==> src/rtl/mult_err_pkg.sv <==
// Shared definitions for the multiplier error accumulator:
// the FSM state encoding, default sizes and the width helpers for derived widths.
package mult_err_pkg;

  localparam int DEF_W     = 8;
  localparam int DEF_NSAMP = 256;

  typedef enum logic [1:0] {
    IDLE = 2'd0,
    RUN  = 2'd1,
    DONE = 2'd2
  } state_t;

  // Sample/mismatch counter width: must hold the value NSAMP itself.
  function automatic int cnt_w(input int nsamp);
    return $clog2(nsamp + 1);
  endfunction

  // |error| sum width: NSAMP worst-case errors of 2W bits each cannot overflow.
  function automatic int sum_w(input int w, input int nsamp);
    return 2 * w + $clog2(nsamp);
  endfunction

endpackage

==> src/rtl/mult_abs_diff.sv <==
// Combinational error of an approximate product against its reference:
// the signed difference at full 2W+1 precision, its magnitude and a mismatch flag.
module mult_abs_diff #(
  parameter int W = 8
) (
  input  logic [2*W-1:0]        p_apx,
  input  logic [2*W-1:0]        p_ref,
  output logic [2*W-1:0]        abs_err,
  output logic                  neq,
  output logic signed [2*W:0]   sgn_err
);

  localparam int PW = 2 * W;

  // Difference is widened by one bit so neither the sign nor the magnitude is lost.
  always_comb begin
    sgn_err = $signed({1'b0, p_apx}) - $signed({1'b0, p_ref});
    abs_err = sgn_err[PW] ? PW'(-sgn_err) : sgn_err[PW-1:0];
    neq     = (p_apx != p_ref);
  end

endmodule

==> src/rtl/mult_err_accum.sv <==
// Error-metric accumulator for an accurate/approximate 8x8 multiplier pair.
// Over a window of NSAMP accepted samples it gathers mismatch count, sum of
// |error|, max |error| with the operands that first produced it, and presents
// the results through a done/ack handshake.
// Optional build macro MULT_ERR_BIAS_EN adds a signed error accumulator on
// sum_sgn_err; without it that port is tied to zero.
module mult_err_accum
  import mult_err_pkg::*;
#(
  parameter  int W     = DEF_W,
  parameter  int NSAMP = DEF_NSAMP,
  localparam int CNT_W = cnt_w(NSAMP),
  localparam int SUM_W = sum_w(W, NSAMP)
) (
  input  logic                    clk,
  input  logic                    rst,
  input  logic                    start,
  input  logic                    in_valid,
  output logic                    in_ready,
  input  logic [W-1:0]            a,
  input  logic [W-1:0]            b,
  input  logic [2*W-1:0]          p_apx,
  input  logic [2*W-1:0]          p_ref,
  output logic                    done_valid,
  input  logic                    done_ack,
  output logic [CNT_W-1:0]        err_cnt,
  output logic [SUM_W-1:0]        sum_abs_err,
  output logic [2*W-1:0]          max_abs_err,
  output logic [W-1:0]            max_a,
  output logic [W-1:0]            max_b,
  output logic signed [SUM_W:0]   sum_sgn_err
);

  localparam logic [CNT_W-1:0] LAST = CNT_W'(NSAMP - 1);

  state_t                 state_p1;
  state_t                 state_nxt;
  logic [CNT_W-1:0]       smp_cnt_p1;
  logic                   vld_p0;
  logic                   last_p0;
  logic                   clr_p0;
  logic [2*W-1:0]         abs_err_p0;
  logic                   neq_p0;
  logic signed [2*W:0]    sgn_err_p0;

  assign vld_p0  = in_valid & in_ready;
  assign last_p0 = (smp_cnt_p1 == LAST);
  // A window opens from IDLE, or straight from DONE when ack and start coincide.
  assign clr_p0  = start & ((state_p1 == IDLE) | ((state_p1 == DONE) & done_ack));

  mult_abs_diff #(.W(W)) u_abs_diff (
    .p_apx   (p_apx),
    .p_ref   (p_ref),
    .abs_err (abs_err_p0),
    .neq     (neq_p0),
    .sgn_err (sgn_err_p0)
  );

  // State register.
  always_ff @(posedge clk) begin
    if (rst) state_p1 <= IDLE;
    else     state_p1 <= state_nxt;
  end

  // Next-state logic; start is ignored in RUN and in DONE without ack.
  always_comb begin
    state_nxt = state_p1;
    case (state_p1)
      IDLE:    if (start) state_nxt = RUN;
      RUN:     if (vld_p0 && last_p0) state_nxt = DONE;
      DONE:    if (done_ack) state_nxt = start ? RUN : IDLE;
      default: state_nxt = IDLE;
    endcase
  end

  // Handshake outputs decoded from the registered state.
  always_comb begin
    in_ready   = (state_p1 == RUN);
    done_valid = (state_p1 == DONE);
  end

  // Sample counter and unsigned metrics; results hold outside RUN until the next window.
  always_ff @(posedge clk) begin
    if (rst || clr_p0) begin
      smp_cnt_p1  <= '0;
      err_cnt     <= '0;
      sum_abs_err <= '0;
      max_abs_err <= '0;
      max_a       <= '0;
      max_b       <= '0;
    end else if (vld_p0) begin
      smp_cnt_p1  <= smp_cnt_p1 + CNT_W'(1);
      if (neq_p0) err_cnt <= err_cnt + CNT_W'(1);
      sum_abs_err <= sum_abs_err + SUM_W'(abs_err_p0);
      // Strict compare keeps the operands of the earliest sample on ties.
      if (abs_err_p0 > max_abs_err) begin
        max_abs_err <= abs_err_p0;
        max_a       <= a;
        max_b       <= b;
      end
    end
  end

`ifdef MULT_ERR_BIAS_EN
  // Signed error sum exposes systematic bias of the approximate multiplier.
  always_ff @(posedge clk) begin
    if (rst || clr_p0)  sum_sgn_err <= '0;
    else if (vld_p0)    sum_sgn_err <= sum_sgn_err + (SUM_W + 1)'(sgn_err_p0);
  end
`else
  assign sum_sgn_err = '0;
`endif

endmodule
==> config.mk <==
export PLATFORM = sky130hd
export DESIGN_NAME = mult_err_accum
export DESIGN_NICKNAME = d
export VERILOG_FILES = /design/src/rtl/mult_err_pkg.sv /design/src/rtl/mult_abs_diff.sv /design/src/rtl/mult_err_accum.sv
export SDC_FILE = /design/constraint.sdc
export NUM_CORES = 1
export LEC_CHECK = 0
export BUFFER_PORTS_ARGS = -buffer_cell sky130_fd_sc_hd__buf_2
export CAP_MARGIN = 15
export CORE_MARGIN = 3
export CORE_UTILIZATION = 50
export DETAILED_ROUTE_END_ITERATION = 10
export PLACE_DENSITY = 0.79
export SLEW_MARGIN = 15
export SYNTH_ARGS = -nofsm -noshare
export SYNTH_HDL_FRONTEND = slang
export SYNTH_SLANG_ARGS = --single-unit
export TNS_END_PERCENT = 30
==> constraint.sdc <==
create_clock -name clk -period 5.3 [get_ports clk]
set_clock_uncertainty 0.15 [all_clocks]
set_input_delay 0.265 -clock clk [delete_from_list [all_inputs] [get_ports clk]]
set_output_delay 0.265 -clock clk [all_outputs]
set_load 0.02 [all_outputs]
* Yosys cells after proc, flatten, opt, wreduce, memory -nomap -nowiden
Index checks and enable logic that the tools add are counted.
Operators by class: mux-type cells 6, $lt $le $gt $ge 1, bitwise operators 4, reductions and logical operators 6, equal/unequal tests 7, add/sub/neg operators 5
Operators with widths (number):
- $add A24 B16 Y24 | 1
- $add A9 B1 Y9 const B | 2
- $sub A16 B16 Y17 | 1
- $gt A16 B16 Y1 | 1
- $mux W16 | 1
- $ne A16 B16 Y1 | 1
- $neg A16 Y16 | 1
- $eq A9 B8 Y1 const B | 1
- $mux W2 | 3
- $pmux W2 S3 | 1
- $ne A2 B1 Y1 const B | 2
- $reduce_and A2 Y1 | 2
- $and A1 B1 Y1 | 3
- $reduce_and A3 Y1 | 1
- $eq A2 B1 Y1 const B | 1
- $eq A2 B2 Y1 const B | 1
- $logic_not A2 Y1 | 1
- $ne A2 B2 Y1 const B | 1
- $logic_and A1 B1 Y1 | 1
- $logic_or A1 B1 Y1 | 1
- $mux W1 | 1
- $or A1 B1 Y1 | 1
Word-level totals: bits in registers 76

* Logic depth before layout (Yosys ltp)
Gate-level depths: netlist of the first run.
depth in word-level cells 5, mapped depth 23, gate-level depth less buffers 21

* Cells and area by module
From an unflattened synthesis of the first run, not the netlist that was laid out.
Second synthesis, totals: cells, all modules 734, area, all modules 5729.2 sq um
By module, submodules not included:
- mult_err_accum | times used 1, area an instance 4456.8 sq um, cells each 555
- mult_abs_diff | times used 1, area an instance 1272.5 sq um, cells each 179

* Worst setup path after synthesis of the first run
No wires, ideal clock.
kind input to register, from input port p_apx[0], to register max_abs_err[10], buffers on the path 3, slack 0.443 ns, data arrival time 4.622 ns, setup time 0.086 ns, cell stages on the path 23, path through inv_1 > ha_1 > inv_1 > fa_1 > a211oi_1 > nor4_1 > a2111o_1 > and2_1 > a21oi_1 > buf_1 > o21ai_0 > xnor2_1 > ha_1 > o21a_1 > o21a_1 > o21ai_0 > a21oi_1 > o31ai_1 > a21o_1 > clkbuf_1 > clkbuf_1 > nor2_1 > a211oi_1
On the way: cells in the longest elaborated chain, start to end 5
Ends and longest elaborated chain:
- start: declaration | line mult_err_accum.sv:22 | input logic [2*W-1:0] p_apx,
- $sub A16 B16 Y17 (*) | line mult_abs_diff.sv:17 | sgn_err = $signed({1'b0, p_apx}) - $signed({1'b0, p_ref});
- $neg A16 Y16 | line mult_abs_diff.sv:18 | abs_err = sgn_err[PW] ? PW'(-sgn_err) : sgn_err[PW-1:0];
- $mux W16 (*) | line mult_abs_diff.sv:18
- via abs_err_p0[4] | line mult_err_accum.sv:42 | logic [2*W-1:0] abs_err_p0;
- $gt A16 B16 Y1 (*) | line mult_err_accum.sv:96 | if (abs_err_p0 > max_abs_err) begin
- $reduce_and A2 Y1 (no source line) (*)
- end signal: assignment | line mult_err_accum.sv:97 | max_abs_err <= abs_err_p0;
- end: declaration | line mult_err_accum.sv:28 | output logic [2*W-1:0] max_abs_err,
The timed path passes the listed nets; every way through them passes the cells marked *. A chain may end at the register's enable or synchronous reset.

* Worst setup path after layout of the first run
from input port p_apx[0], to register max_abs_err[1]
The elaborated chain is that of the path after synthesis.

==> metrics.txt, run 1 <==
outcome=completed; slew margin rel.=0.509; M3 GR Usage=0.0305; Routed WL=13.5 mm; drt initial violations=317; Clock Sinks=76; antenna violations before repair=0; reg2reg setup slack=2.26 ns; pwr/cell area=288 nW/um^2; Final period util=0.920; reg-to-reg endpoint=sum_abs_err[18]; overall power=1.84 mW; Gate Count Post-Synth=694; CP startpoint kind=input port; routed vias=5,223; CTS Root Cell=clkbuf_8; total CTS buffers=9; max-cap check violation count=0; Cells after DPL=938; GRT Max-Usage Layer=met2; most used cell, CP=buf_4; most frequent cell after synthesis=nand2_1; Tmin final=4.88 ns; Fmax=0.205 GHz; top_reg_cell synth=dfxtp_1; Buffers on Ports=119; Nets=930; hold depth=3; Layout area overhead=18.0%; final hold viol count=0; ranking of synthesized cells by instance count=nand2_1, dfxtp_1, a21oi_1, nor2_1, ha_1; ANT cells=0; synthesis warning total=0; Worst EP required=5.41 ns; Final setup viols=0; WHS Endpoint=max_a[6]; routed len/inst=14.0 um; max incr delay on CP=0.41 ns; die footprint=12,100 um^2; Final WS setup=0.423 ns; synthesized area per cell=7.78 um^2; final antenna-violating net count=0; crit path kind=in2reg; CTS tree=done; htree depth=3; CP max-delay cell=fa_1; IO Pins=145; worst hold path class=in2reg; hold path startpoint=a[6]; final max-slew violation count=0; met1 usage=0.279; Async SR Flop Fraction=0; Critical Path Sink Type=flop; DP HPWL=10.3 mm; routability cong.=0.847; Static Leak=2.92 nW; # fillers=957; total negative setup slack=0 ns; Post-Layout Cell Count=962; Die X-Extent=110 um; final instance area=6370 um^2; post-synth top area cell=dfxtp_1; Placed Area=6090 um^2; met2 GRT Util=0.376; DRC=0; crit path DAT=4.99 ns; Yosys cell types=60; Peak supply drop=0.000151 V; first-pass GRT wire length=21.6 mm; top cell type's share of synthesized area=0.282; die height=110 um; drt first pass iters=4; Seq/Total Area, Yosys=0.282; critical path fanouts, max=26; layout cells sized above 1=0.192; Slew @ Worst Pin=0.737 ns; Reg clk slew, reported paths=0.08 ns; FF+latch count, synth=76; clock latency on the worst-skew pair=0.35 ns; Max clock buf depth=2; core region area=10,400 um^2; Worst R2R Start=sum_abs_err[0]; worst reg-to-reg path cell count=11; critical path, cell by cell=buf_2, inv_1, ha_1, inv_1, fa_1, a211oi_1, buf_4, nor4_1, a2111o_1, and2_1, a21oi_1, buf_4, o21ai_0, xnor2_1, ha_1, o21a_1, o21a_1, o21ai_0, a21oi_1, o31ai_1, a21o_1, buf_4, nor2_1, a211oi_1; gr usage total=0.221; number of global-route vias before repair=4,891; Place WS=0.141 ns; mapped cell area=5400 um^2; gr ovfl total=0; largest net degree at the start of global routing=73; cell row count=37; Area contributors post-synth=dfxtp_1, ha_1, a21oi_1; unrepaired setup endpoints after global routing=false; Vias/cell=5.43; EDFF count, synth=0; Initial Utilization=0.518
final cells by class:
cell class                 instances  area [um^2]  area share
timing repair buffer             139          778       0.122
clock buffer                      11          131      0.0206
sequential                        76         1520       0.239
clock inverter                     5         61.3     0.00963
multi-input combinational        555         3560       0.558
tap                              136          170      0.0267
inverter                          40          150      0.0236
placed cells by master, fill, tap and decap left out, types with 3 or more instances in the layout:
| master | Yosys | routed |
|---|---|---|
| a211oi_1 | 18 | 18 |
| a21o_1 | 15 | 14 |
| a21oi_1 | 71 | 70 |
| a31oi_1 | 3 | 3 |
| and2_1 | 7 | 7 |
| and3_1 | 7 | 7 |
| and4_1 | 4 | 4 |
| buf_2 | 2 | 119 |
| buf_4 | 25 | 11 |
| clkbuf_8 | 0 | 9 |
| conb_1 | 1 | 25 |
| dfxtp_1 | 76 | 76 |
| dlygate4sd3_1 | 0 | 8 |
| ha_1 | 54 | 54 |
| inv_1 | 40 | 40 |
| nand2_1 | 89 | 89 |
| nand2b_1 | 9 | 9 |
| nand3_1 | 11 | 11 |
| nand4_1 | 9 | 9 |
| nor2_1 | 71 | 71 |
| nor2b_1 | 7 | 7 |
| nor3_1 | 7 | 7 |
| o211ai_1 | 3 | 3 |
| o21a_1 | 4 | 4 |
| o21ai_0 | 31 | 31 |
| o21ai_1 | 3 | 3 |
| o41ai_1 | 3 | 3 |
| or3_1 | 7 | 7 |
| xnor2_1 | 28 | 28 |
| xor2_1 | 29 | 29 |
logic make-up after synthesis:
logic type                 after synthesis  share of synthesized area
muxes                                    1                    0.00185
AOI/OAI and AO/OA                      178                      0.209
buffers and inverters                   87                     0.0783
xor gates and xnor gates                57                     0.0925
DFF                                     76                      0.282
and+or+nand+nor                        238                      0.203
other                                    1                   0.000695
adders and majority gates               56                      0.133
sequential cells by signal, indices dropped and copies added, names as in the netlist:
register	cells
max_b	8
state_p1	2
max_a	8
max_abs_err	16
smp_cnt_p1	9
err_cnt	9
sum_abs_err	24
routing by layer:
metal	share of wire	vias up
li1	-	2623
met5	0	-
met1	0.45	2440
met2	0.48	140
met3	0.050	20
met4	0.022	0
worst max-delay path: cells and delay by family:
kind | cells | cell delay [ns]
AO/OA/AOI/OAI | 11 | 2.30
XOR/XNOR | 1 | 0.34
adder cells (fa/ha/maj) | 3 | 0.88
buffers and inverters | 6 | 0.86
AND/OR/NAND/NOR | 3 | 0.31
stage by stage:
stage	util	hold slack [ns]
4_1_cts	0.611	0.00158
3_5_place_dp	0.585	0.294
5_1_grt	0.611	0.00224
2_1_floorplan	-	0.187
3_3_place_gp	0.585	0.289
6_report	0.611	0.00890
where the power goes:
part           switching, mW  internal [mW]
Combinational          0.471          0.308
Clock                  0.224          0.221
Sequential            0.0172          0.595
Total                  0.712           1.12
worst max-delay path by stage:
stage | start | end | slack [ns] | cells after the start
finish | p_apx[0] | max_abs_err[1] | 0.42 | 24
global route | p_apx[0] | max_abs_err[1] | 0.06 | 23
CTS | p_apx[0] | max_abs_err[1] | 0.46 | 24
detailed placement | p_apx[0] | max_abs_err[5] | 0.14 | 24
global placement | p_apx[0] | sum_abs_err[19] | 0.28 | 24
floorplan | p_apx[0] | max_abs_err[10] | 0.44 | 23
timing repair:
action	in CTS	in global routing
hold endpoints to repair	8	0
hold buffers	8	0
setup buffers	0	0
endpoints found under the setup margin	0	3
gates resized for setup	0	1
Note: power is estimated with default switching activity, not from simulation.
==> run 2: changes to the inputs <==
Settings changed: CELL_PAD_IN_SITES_DETAIL_PLACEMENT from default to 0, CELL_PAD_IN_SITES_GLOBAL_PLACEMENT from default to 1, CORE_UTILIZATION 50 to 39, PLACE_DENSITY 0.79 to 0.85.
==> metrics.txt, run 2 (same netlist as run 1, synthesis figures left out) <==
Post-Layout Cell Count=1,000 (+4.0%); DP HPWL=10.2 mm (-1.6%); Die X-Extent=124 um (+13%); max-cap check violation count=0 (unchanged); layout cells sized above 1=0.199 (+0.00654); Placed Area=6190 um^2 (+1.6%); final max-slew violation count=0 (unchanged); critical path, cell by cell=buf_2, inv_1, ha_1, inv_1, fa_1, a211oi_1, buf_4, nor4_1, a2111o_1, and2_1, a21oi_1, buf_4, o21ai_0, xnor2_1, ha_1, o21ai_0, nand2b_1, a21oi_1, a311o_1, nand2_1, a311o_1, a21o_1, a21o_1, a21oi_1; Tmin final=4.79 ns (-0.0830 ns); core region area=13,400 um^2 (+29%); Finished Core Util=0.485 (-0.126); Final setup viols=0 (unchanged); area of the multi-input gates=3550 um^2 (-0.18%); total negative setup slack=0 ns (unchanged); Hold Slack=0.0212 ns (+0.0123 ns); part of the power in registers=0.305 (-0.028); critical path fanouts, max=5 (-81%); gr usage total=0.166 (-0.0541); first-pass GRT wire length=20.8 mm (-3.7%); Clock Sinks=76 (unchanged); # fillers=1,368 (+43%); Layout area overhead=20.4%; routability cong.=0.840 (-0.76%); CTS Root Cell=clkbuf_16; die footprint=15,300 um^2 (+27%); outcome=completed; Slew @ Worst Pin=0.757 ns (+0.0197 ns); Critical Path Sink Type=flop; Nets=928 (-0.22%); number of global-route vias before repair=4,347 (-11%); P_sw=717 uW (+0.60%); total CTS buffers=9 (unchanged); drt initial violations=262 (-17%); CP max-delay cell=a2111o_1; final hold viol count=0 (unchanged); hold depth=3 (unchanged); Cells after DPL=983 (+4.8%); Largest register FFs=24 (unchanged); FF+latch area=1520 um^2 (unchanged); Vias/cell=4.99 (-8.1%); Power Internal=1.29 mW (+15%); clock latency on the worst-skew pair=0.33 ns (-0.02 ns); Buffers on Ports=119 (unchanged); antenna violations before repair=0 (unchanged); part of the power in the clock network=0.307 (+0.065); slew margin rel.=0.495 (-0.0131); Fmax=0.209 GHz (+1.7%); most used cell, CP=a21oi_1; CP startpoint kind=input port; crit path DAT=4.90 ns (-0.09 ns); CTS tree=done; crit path kind=in2reg; registers with the most flip-flops=sum_abs_err: 24 flops, max_abs_err: 16 flops; Top reg by flops=sum_abs_err; die height=124 um (+13%); largest net degree at the start of global routing=73 (unchanged); drt first pass iters=4 (unchanged); IO Pins=145 (unchanged); pwr/cell area=309 nW/um^2 (+7.2%); max incr delay on CP=0.41 ns (about the same); Peak supply drop=0.000165 V (+9.2%); ANT cells=0 (unchanged); most frequent cells in the layout=buf_2, nand2_1, dfxtp_1; Initial Utilization=0.403 (-0.115); routed vias=4,990 (-4.5%); Worst EP required=5.40 ns (about the same); Reg clk slew, reported paths=0.06 ns (-0.02 ns); Routed WL=13.1 mm (-3.0%); cell row count=42 (+14%); commonest non-fill, non-tap cell in the layout=buf_2; Final period util=0.905 (-0.0157); unrepaired setup endpoints after global routing=false; worst hold path class=in2reg; Logic pwr share=0.388 (-0.036); worst reg-to-reg path cell count=11 (unchanged); routed len/inst=13.1 um (-6.7%); Static Leak=2.97 nW (+1.5%); final antenna-violating net count=0 (unchanged); Sw Ratio=0.357 (-0.0313); Max clock buf depth=2 (unchanged); gr ovfl total=0 (unchanged); DRC=0 (unchanged); htree depth=3 (unchanged); final instance area=6500 um^2 (+2.1%)
==> run 2: cell count changes in the layout (fill, tap and decap cells not counted), sizes merged <==
cell | before | now
dlygate4sd3 | 8 | 1
buf | 131 | 136
clkinv | 3 | 1
clkinvlp | 0 | 2
==> run 2: per-layer routing <==
| metal | GRT usage | wire length (um) |
|---|---|---|
| met5 | 0 | 0 |
| met4 | 0.0291 | 89 |
| met2 | 0.266 | 5740 |
| met1 | 0.240 | 6490 |
| met3 | 0.0254 | 743 |
==> run 2: timing repair <==
| action | CTS | global route |
|---|---|---|
| buffers inserted | 0 | 0 |
| hold endpoints to repair | 2 | 0 |
| hold buffers | 1 | 0 |
| resized for setup | 0 | 0 |
==> run 2: per-stage QoR <==
step	worst slack, ns	total power [mW]
after floorplan	0.443	1.19
after global placement	0.319	1.40
after detailed placement	0.222	1.40
after CTS	0.516	2.03
after global routing	0.138	2.15
final	0.506	2.01
==> run 2: power by group through the flow <==
stage          sequential (mW)  combinational (mW)  clock (mW)
6_report                 0.612               0.779       0.617
5_1_grt                  0.615               0.876       0.655
3_5_place_dp             0.625               0.773           0
3_3_place_gp             0.625               0.775           0
4_1_cts                  0.613               0.780       0.632
2_1_floorplan            0.650               0.542           0
==> run 2: final cells by class <==
| type | count | share of cell area |
|---|---|---|
| Clock inverter | 5 | 0.00905 |
| Sequential cell | 76 | 0.234 |
| Clock buffer | 11 | 0.0373 |
| Inverter | 40 | 0.0231 |
| Tap cell | 176 | 0.0339 |
| Multi-Input combinational cell | 555 | 0.546 |
| Timing Repair Buffer | 137 | 0.117 |
==> run 2: path summary, 6_finish.rpt <==
| kind | to | start | slack (ns) |
|---|---|---|---|
| worst min register to register | max_a[5] | max_a[5] | 0.30 |
| worst max-delay path | sum_abs_err[19] | p_apx[0] | 0.51 |
| worst min-delay path | max_b[0] | b[0] | 0.02 |
| worst max register to register | sum_abs_err[20] | sum_abs_err[0] | 2.29 |
==> run 2: critical path, delay by kind of cell <==
family	cells	cell delay, ns
AO/OA/AOI/OAI	11	2.50
adder cells (fa/ha/maj)	3	0.88
AND/OR/NAND/NOR	4	0.42
buffers and inverters	5	0.51
XOR/XNOR	1	0.33
==> run 3: changes to the inputs <==
Settings changed: CORE_UTILIZATION 39 to 42, PLACE_DENSITY 0.85 to 0.9.
Clock period 5.3 ns to 5.9 ns, I/O delays scaled along.
==> metrics.txt, run 3 (same netlist as run 1, synthesis figures left out) <==
pwr/cell area=282 nW/um^2 (-8.8%); core region area=12,300 um^2 (-8.1%); Critical Path Sink Type=flop; Routed WL=13.6 mm (+4.0%); worst hold path class=in2reg; IO Pins=145 (unchanged); Die X-Extent=119 um (-3.5%); Max clock buf depth=2 (unchanged); layout cells sized above 1=0.187 (-0.0124); P_sw=641 uW (-11%); htree depth=3 (unchanged); Static Leak=2.91 nW (-1.9%); Post CTS Setup Buffer Count=0 (unchanged); final antenna-violating net count=0 (unchanged); most used cell, CP=o21ai_0; Worst EP required=5.95 ns (+0.55 ns); final hold viol count=0 (unchanged); Slew @ Worst Pin=0.762 ns (+0.00528 ns); critical path fanouts, max=11 (+6); Clock Sinks=76 (unchanged); crit path DAT=5.23 ns (+0.33 ns); die footprint=14,300 um^2 (-6.8%); DP HPWL=10.6 mm (+4.0%); post-CTS sizing=0 (unchanged); CTS Root Cell=clkbuf_16; drt first pass iters=4 (unchanged); # fillers=1,227 (-10%); max incr delay on CP=0.51 ns (+0.10 ns); routability cong.=0.900 (+7.1%); Largest register FFs=24 (unchanged); max-cap check violation count=0 (unchanged); Reg clk slew, reported paths=0.06 ns (about the same); first-pass GRT wire length=22.3 mm (+7.0%); antenna violations before repair=0 (unchanged); die height=119 um (-3.5%); Buffers on Ports=119 (unchanged); critical path, cell by cell=buf_2, inv_1, ha_1, inv_1, fa_1, a211oi_1, nor4_1, a2111o_1, and2_1, a21oi_1, buf_4, o21ai_0, fa_1, a21o_1, a21boi_0, o21ai_0, a32oi_1, a21oi_1, a41o_1, o21ai_0, xor2_1, nor2_1; total CTS buffers=9 (unchanged); Tmin final=5.18 ns; Cells after DPL=963 (-2.0%); total negative setup slack=0 ns (unchanged); routed vias=5,048 (+1.2%); Nets=915 (-1.4%); Fmax=0.193 GHz; Sw Ratio=0.357 (about the same); final max-slew violation count=0 (unchanged); Logic pwr share=0.371 (-0.017); Peak supply drop=0.000146 V (-11%); part of the power in the clock network=0.322 (+0.015); reg2reg setup slack=2.82 ns (+0.53 ns); CTS tree=done; slew margin rel.=0.491 (-0.00475); part of the power in registers=0.307 (+0.002); drt initial violations=237 (-9.5%); number of global-route vias before repair=4,818 (+11%); Final period util=0.878; most frequent cells in the layout=buf_2, nand2_1, dfxtp_1; gr usage total=0.187 (+0.0207); registers with the most flip-flops=sum_abs_err: 24 flops, max_abs_err: 16 flops; Layout area overhead=18.2%; Final setup viols=0 (unchanged); largest net degree at the start of global routing=57 (-22%); crit path kind=in2reg; CP startpoint kind=input port; ANT cells=0 (unchanged); cell row count=40 (-4.8%); commonest non-fill, non-tap cell in the layout=buf_2; Post-Layout Cell Count=977 (-2.3%); Top reg by flops=sum_abs_err; CP max-delay cell=fa_1; Post-CTS Hold Buffers=0 (-1); Vias/cell=5.17 (+3.5%); gr ovfl total=0 (unchanged); DRC=0 (unchanged); Power Internal=1.16 mW (-10%); routed len/inst=13.9 um (+6.4%); outcome=completed; clock latency on the worst-skew pair=0.33 ns (about the same); unrepaired setup endpoints after global routing=false; Initial Utilization=0.439 (+0.0356)
-- run 3: cell types whose count changed in the layout (fill, tap and decap cells not counted) --
cell / delta
buf_12: -1
clkbuf_8: -1
clkbuf_1: -1
inv_6: -1
bufinv_16: +1
dlygate4sd3_1: -1
clkinvlp_4: -2
clkinv_2: +1
buf_4: -11
clkinv_4: +1
-- run 3: worst paths after layout --
path,depth (start not counted),endpoint,startpoint
max reg2reg,11,sum_abs_err[20],sum_abs_err[0]
max,22,sum_abs_err[20],p_apx[0]
min,2,state_p1[1],rst
min reg2reg,2,max_a[0],max_a[0]
-- run 3: power groups by stage --
stage	clock, mW	combinational (mW)	sequential [mW]
4_1_cts	0.589	0.668	0.551
3_5_place_dp	0	0.664	0.562
3_3_place_gp	0	0.646	0.562
2_1_floorplan	0	0.487	0.584
5_1_grt	0.611	0.751	0.554
6_report	0.578	0.668	0.551
-- run 3: worst max-delay path, delay by kind of cell --
family	cells	cell delay (ns)
compound gates	11	2.92
xor+xnor	1	0.17
fa+ha+maj	3	1.06
buf+inv	4	0.39
simple gates	3	0.38
-- run 3: layer usage --
| layer | part of all wire | vias to the layer above | routed length (um) | track usage |
|---|---|---|---|---|
| met5 | 0 | - | 0 | 0 |
| met4 | 0.017 | 0 | 227 | 0.0558 |
| met3 | 0.046 | 17 | 626 | 0.0361 |
| met2 | 0.48 | 118 | 6470 | 0.316 |
| met1 | 0.46 | 2326 | 6260 | 0.242 |
| li1 | - | 2587 | - | - |
-- run 3: cell type report --
type	instances	area (um^2)	share of cell area
clock inverters	5	78.8	0.0124
inverters	40	150	0.0235
clock buffers	9	225	0.0353
multi-input cells	555	3550	0.556
repair buffers	124	646	0.101
flip-flops and latches	76	1520	0.238
well taps	168	210	0.0329
-- run 3: through the flow --
| step | util | power, mW | area [um^2] | worst slack, ns | hold slack (ns) |
|---|---|---|---|---|---|
| 3_3_place_gp | 0.494 | 1.21 | 6080 | 0.563 | 0.288 |
| 2_1_floorplan | - | 1.07 | 5490 | 1.01 | 0.217 |
| 5_1_grt | 0.518 | 1.92 | 6380 | 0.349 | 0.0273 |
| 4_1_cts | 0.518 | 1.81 | 6380 | 0.795 | 0.0225 |
| 6_report | 0.518 | 1.80 | 6380 | 0.720 | 0.0271 |
| 3_5_place_dp | 0.494 | 1.23 | 6080 | 0.460 | 0.298 |
